$ cat config.mk
export PLATFORM = sky130hd
export DESIGN_NAME = cp0_exc_ctrl
export DESIGN_NICKNAME = d
export VERILOG_FILES = /design/src/rtl/cp0_exc_ctrl.sv
export SDC_FILE = /design/constraint.sdc
export NUM_CORES = 1
export LEC_CHECK = 0
export ABC_AREA = 0
export CAP_MARGIN = 20
export CORE_ASPECT_RATIO = 0.7
export CORE_MARGIN = 4
export CORE_UTILIZATION = 36
export CTS_CLUSTER_SIZE = 14
export DETAILED_ROUTE_END_ITERATION = 6
export PLACE_DENSITY = 0.76
export SLEW_MARGIN = 40
export SYNTH_ARGS = -nofsm -noshare
export SYNTH_HDL_FRONTEND = slang
export SYNTH_SLANG_ARGS = --single-unit
$ cat constraint.sdc
create_clock -name clk -period 4.45 [get_ports clk]
set_input_delay 0.445 -clock clk [delete_from_list [all_inputs] [get_ports clk]]
set_output_delay 0.445 -clock clk [all_outputs]
set_load 0.02 [all_outputs]
$ cat src/rtl/cp0_exc_ctrl.sv
// Coprocessor 0: SR/Cause/EPC/PRId, mfc0/mtc0 access and exception/interrupt request.
// Optional Count/Compare timer is enabled by defining CP0_TIMER_EN.
module cp0_exc_ctrl #(
    parameter logic [31:0] PRID_VALUE    = 32'h2021_0707,
    parameter int          TIMER_IRQ_BIT = 5
) (
    input  logic        clk,
    input  logic        reset_n,
    input  logic [4:0]  A1,
    input  logic [4:0]  A2,
    input  logic [31:0] DIn,
    input  logic        WE,
    input  logic [31:0] PC_M,
    input  logic [4:0]  ExcCode,
    input  logic        BD,
    input  logic [5:0]  HWInt,
    input  logic        EXLClr,
    output logic [31:0] DOut,
    output logic        Req,
    output logic [31:0] EPC
);

    // SR.EXL doubles as the handler-state register
    typedef enum logic {
        NORMAL  = 1'b0,
        HANDLER = 1'b1
    } state_t;

    state_t      state_r;
    state_t      state_nx_s;
    logic [5:0]  im_r;
    logic        ie_r;
    logic        cause_bd_r;
    logic [5:0]  cause_ip_r;
    logic [4:0]  cause_exc_r;
    logic [31:0] epc_r;

    logic [5:0]  timer_ip_s;
    logic [5:0]  ip_eff_s;
    logic        exl_s;
    logic        int_req_s;
    logic        exc_req_s;
    logic        req_s;
    logic        wr_s;
    logic        exl_nx_s;
    logic [31:0] sr_s;
    logic [31:0] cause_s;

    function automatic logic [31:0] word_align(input logic [31:0] addr);
        return {addr[31:2], 2'b00};
    endfunction

`ifdef CP0_TIMER_EN
    logic [31:0] count_r;
    logic [31:0] compare_r;
    logic        pend_r;

    // Count/Compare timer; a Compare write always clears pending, even on a match cycle
    always_ff @(posedge clk) begin
        if (!reset_n) begin
            count_r   <= 32'd0;
            compare_r <= 32'd0;
            pend_r    <= 1'b0;
        end else begin
            if (wr_s && (A2 == 5'd9)) begin
                count_r <= DIn;
            end else begin
                count_r <= count_r + 32'd1;
            end
            if (wr_s && (A2 == 5'd11)) begin
                compare_r <= DIn;
                pend_r    <= 1'b0;
            end else if ((count_r == compare_r) && (compare_r != 32'd0)) begin
                pend_r <= 1'b1;
            end else begin
                pend_r <= pend_r;
            end
        end
    end

    // Route timer pending onto its interrupt line
    always_comb begin
        timer_ip_s                = 6'd0;
        timer_ip_s[TIMER_IRQ_BIT] = pend_r;
    end
`else
    assign timer_ip_s = 6'd0;
`endif

    assign exl_s     = (state_r == HANDLER);
    assign ip_eff_s  = HWInt | timer_ip_s;
    assign int_req_s = (|(im_r & ip_eff_s)) & ie_r & ~exl_s;
    assign exc_req_s = (ExcCode != 5'd0) & ~exl_s;
    assign req_s     = reset_n & (int_req_s | exc_req_s);
    assign wr_s      = WE & ~req_s;
    assign Req       = req_s;
    assign EPC       = epc_r;

    assign sr_s    = {16'd0, im_r, 8'd0, exl_s, ie_r};
    assign cause_s = {cause_bd_r, 15'd0, cause_ip_r, 3'd0, cause_exc_r, 2'b00};

    // Handler-state transitions: mtc0 to SR applies before eret clears EXL
    always_comb begin
        state_nx_s = state_r;
        exl_nx_s   = exl_s;
        if (req_s) begin
            state_nx_s = HANDLER;
        end else begin
            if (wr_s && (A2 == 5'd12)) begin
                exl_nx_s = DIn[1];
            end else begin
                exl_nx_s = exl_s;
            end
            if (EXLClr) begin
                exl_nx_s = 1'b0;
            end else begin
                exl_nx_s = exl_nx_s;
            end
            state_nx_s = exl_nx_s ? HANDLER : NORMAL;
        end
    end

    // Architectural register updates; an exception drops any same-cycle mtc0
    always_ff @(posedge clk) begin
        if (!reset_n) begin
            state_r     <= NORMAL;
            im_r        <= 6'd0;
            ie_r        <= 1'b0;
            cause_bd_r  <= 1'b0;
            cause_ip_r  <= 6'd0;
            cause_exc_r <= 5'd0;
            epc_r       <= 32'd0;
        end else begin
            state_r    <= state_nx_s;
            cause_ip_r <= ip_eff_s;
            if (req_s) begin
                cause_bd_r  <= BD;
                cause_exc_r <= int_req_s ? 5'd0 : ExcCode;
                epc_r       <= word_align(BD ? (PC_M - 32'd4) : PC_M);
            end else if (wr_s && (A2 == 5'd14)) begin
                epc_r <= word_align(DIn);
            end
            if (wr_s && (A2 == 5'd12)) begin
                im_r <= DIn[15:10];
                ie_r <= DIn[0];
            end
        end
    end

    // mfc0 read mux; sees pre-write values
    always_comb begin
        DOut = 32'd0;
        case (A1)
            5'd12:   DOut = sr_s;
            5'd13:   DOut = cause_s;
            5'd14:   DOut = epc_r;
            5'd15:   DOut = PRID_VALUE;
`ifdef CP0_TIMER_EN
            5'd9:    DOut = count_r;
            5'd11:   DOut = compare_r;
`endif
            default: DOut = 32'd0;
        endcase
    end

endmodule
==> impl_metrics.yaml <==
floorplanning:
  die-width_um: 125
  rows: 29
  fp.dieArea_um2: 11200
  die_y_um: 89.6
  core_area_um2: 9180
  start_util_pct: 37.3
  io_pins: 155
global_routing:
  antenna_found_initial: 0
  grt_pass1_vias: 3893
  grt_first_pass_wirelength_um: 20300
  grt_usage_pct: 22.4
  gr-total-overflow: 0
  grt_max_degree: 35
setup_path:
  cpPeakStageDelay_ns: 0.55
  worstPathMaxFanout: 27
  crit_chain: "clkdlybuf4s50_1 > or4_1 > o21a_2 > nor2_1 > nor2_1 > clkdlybuf4s50_1"
  worst_setup_path_end_kind: "output pin"
  required_ns: 4.01
  criticalPathCategory: "input port to output pin"
  slowest_stage: "or4_1"
  arrival_ns: 2.65
  worst_setup_path_start_kind: "input port"
synth:
  yosys.cell_types.count: 55
  yosys-top-cells-count: "dfxtp_1, nor2_1, clkbuf_1"
  seq_area_frac_synth_pct: 29.2
  synth.avg_cell_area_um2: 8.13
  synth-seq-cells: 50
  netlist_area_um2: 3420
  yosysTopAreaCell: "dfxtp_1"
  ys_warn_count: 0
  ys_top_cells_by_area: "dfxtp_1, o31a_1, a2111oi_0"
  synth-async-reset-ratio_pct: 0
  synth_top_area_share_pct: 29.2
  yosysMostFrequentCell: "dfxtp_1"
  synth_edf_count: 0
  synth_cells: 421
  synthFlopType: "dfxtp_1"
pwr:
  p_comb_share_pct: 27.5
  p_int_w: 0.000944
  swShare_pct: 28.6
  p_leak_nw: 1.68
  peakVddDrop_uv: 148
  clkPwrFrac_pct: 34.2
  power_density_nw_per_um2: 254
  p_switching_w: 0.000378
  power_frac_seq_pct: 38.3
route:
  routed_via_density: 6.05
  vias: 4087
  drt_iter0_drc: 228
  wl_per_cell_um: 19.5
  drt-pass1-iter-count: 5
  drtAntennaViolNets: 0
  drcViolationCount: 0
  wirelength_um: 13100
timing:
  setup_viol: 0
  hold_viol: 0
  slew_headroom_pct: 46.6
  drv_slew: 0
  rsz0062_at_grt: "no"
  worst_pin_slew_ns: 0.791
  max_freq_mhz: 323
  fin_tns_setup_ns: 0
  clock_skew_ns: 0.00399
  timing.final.crit_share_pct: 69.6
  min_period_ns: 3.10
worst_hold_path:
  hold_path.class: "register to register"
placed_design:
  dp_hpwl_um: 9800
  io_buffers: 150
  routabilityCongestion: 0.896
final_layout:
  fin_nets: 642
  syn_to_final_growth_pct: 51.7
  utilization_pct: 56.6
  antenna_cells: 0
  fillers: 835
  drive_gt1_share_pct: 6.35
cts:
  cts_resized: 0
  root_buffer: "clkbuf_16"
  clock_path_buffers: 2
  clkLatencyLatePin_ns: 0.29
  cts_setup_buffers: 0
  numCtsBuffers: 5
  cts.hold.buffers_added: 0
  cts_sinks: 50
  path_clk_slew_ns: 0.07
  htree_levels: 2
  cts_tree: "yes"
flow_run:
  cap_viol_max_count: 0
run_status:
  status: "completed"
-- worst paths after layout --
| kind | from | endpoint | slack, ns | depth (start not counted) |
|---|---|---|---|---|
| hold reg to reg | cause_exc_r[4] | cause_exc_r[4] | 0.47 | 2 |
| setup reg to reg | im_r[1] | im_r[1] | 2.21 | 4 |
| hold / removal | cause_exc_r[4] | cause_exc_r[4] | 0.47 | 2 |
| setup / recovery | ExcCode[0] | Req | 1.35 | 6 |
-- final cells by class --
cell class,instances,area [µm²],share of cell area (%)
multi-input cells,324,2250,43.4
flip-flops and latches,50,1000,19.3
clock buffers,6,139,2.67
clock inverters,1,30.0,0.578
repair buffers,161,1580,30.5
well taps,124,155,2.99
inverters,9,33.8,0.650
-- worst max-delay path: cells and delay by family --
kind / cells / cell delay, ns
buf+inv: 2 / 0.99
simple gates: 3 / 0.82
compound gates: 1 / 0.40
-- flip-flops by register name, summed over array words and instances, names as in the netlist --
name         flops
cause_ip_r       6
exl_s            1
EPC             30
cause_bd_r       1
ie_r             1
im_r             6
cause_exc_r      5
-- cell usage in the layout, fill, tap and decap left out, types with 2 or more instances in the layout --
cell,instances
clkdlybuf4s50_1,150
dfxtp_1,50
nor2_1,33
nand2_1,23
o31a_1,22
a2111oi_0,21
mux2i_1,18
and2_1,18
a21oi_1,17
a211oi_1,17
or4_1,17
a311oi_1,15
nand3_1,12
buf_4,11
or3_1,10
o21ai_0,9
o31ai_1,9
nor3_1,7
xor2_1,7
nand4_1,7
or2_2,6
inv_1,5
a22oi_1,5
o41ai_1,5
clkbuf_16,5
clkinv_1,4
nor4_1,4
nor2b_1,3
a22o_1,3
nand3b_1,2
o21a_1,2
xnor2_1,2
o211a_1,2
nor4b_1,2
conb_1,2
-- stage by stage --
step	setup slack (ns)	hold WS, ns	cells	power [W]	area, µm²
6_report	1.35	0.475	675	0.00132	5200
4_1_cts	1.14	0.470	675	0.00132	5190
3_3_place_gp	1.10	0.450	668	0.000868	5010
5_1_grt	1.20	0.491	675	0.00137	5200
3_5_place_dp	1.17	0.462	668	0.000876	5020
2_1_floorplan	1.94	0.441	422	0.000681	3430
-- metal layers --
metal  vias up  routed length, µm  GRT usage (%)
met5         -                  0              0
met2       181               5820           36.3
met1      1975               6170           30.6
met4         0                157           5.07
li1       1913                  -              -
met3        18                985           5.67
-- logic make-up (layout without fill, tap and decap cells) --
group | after synthesis | in the layout | share of synthesized area, %
compound gates | 136 | 136 | 30.8
xor+xnor | 9 | 9 | 2.30
fa+ha+maj | 1 | 1 | 0.365
buf+inv | 48 | 177 | 5.70
flops | 50 | 50 | 29.2
mux | 19 | 19 | 5.59
other cells | 1 | 2 | 0.110
simple gates | 157 | 157 | 25.9
-- power by group through the flow --
stage	logic, W	clock network, W	registers (W)
after floorplan	0.000140	0	0.000541
after global placement	0.000353	0	0.000516
after detailed placement	0.000359	0	0.000517
after CTS	0.000361	0.000454	0.000507
after global routing	0.000390	0.000471	0.000510
final	0.000364	0.000452	0.000507
No activity file was read; power rests on OpenSTA's default activity.
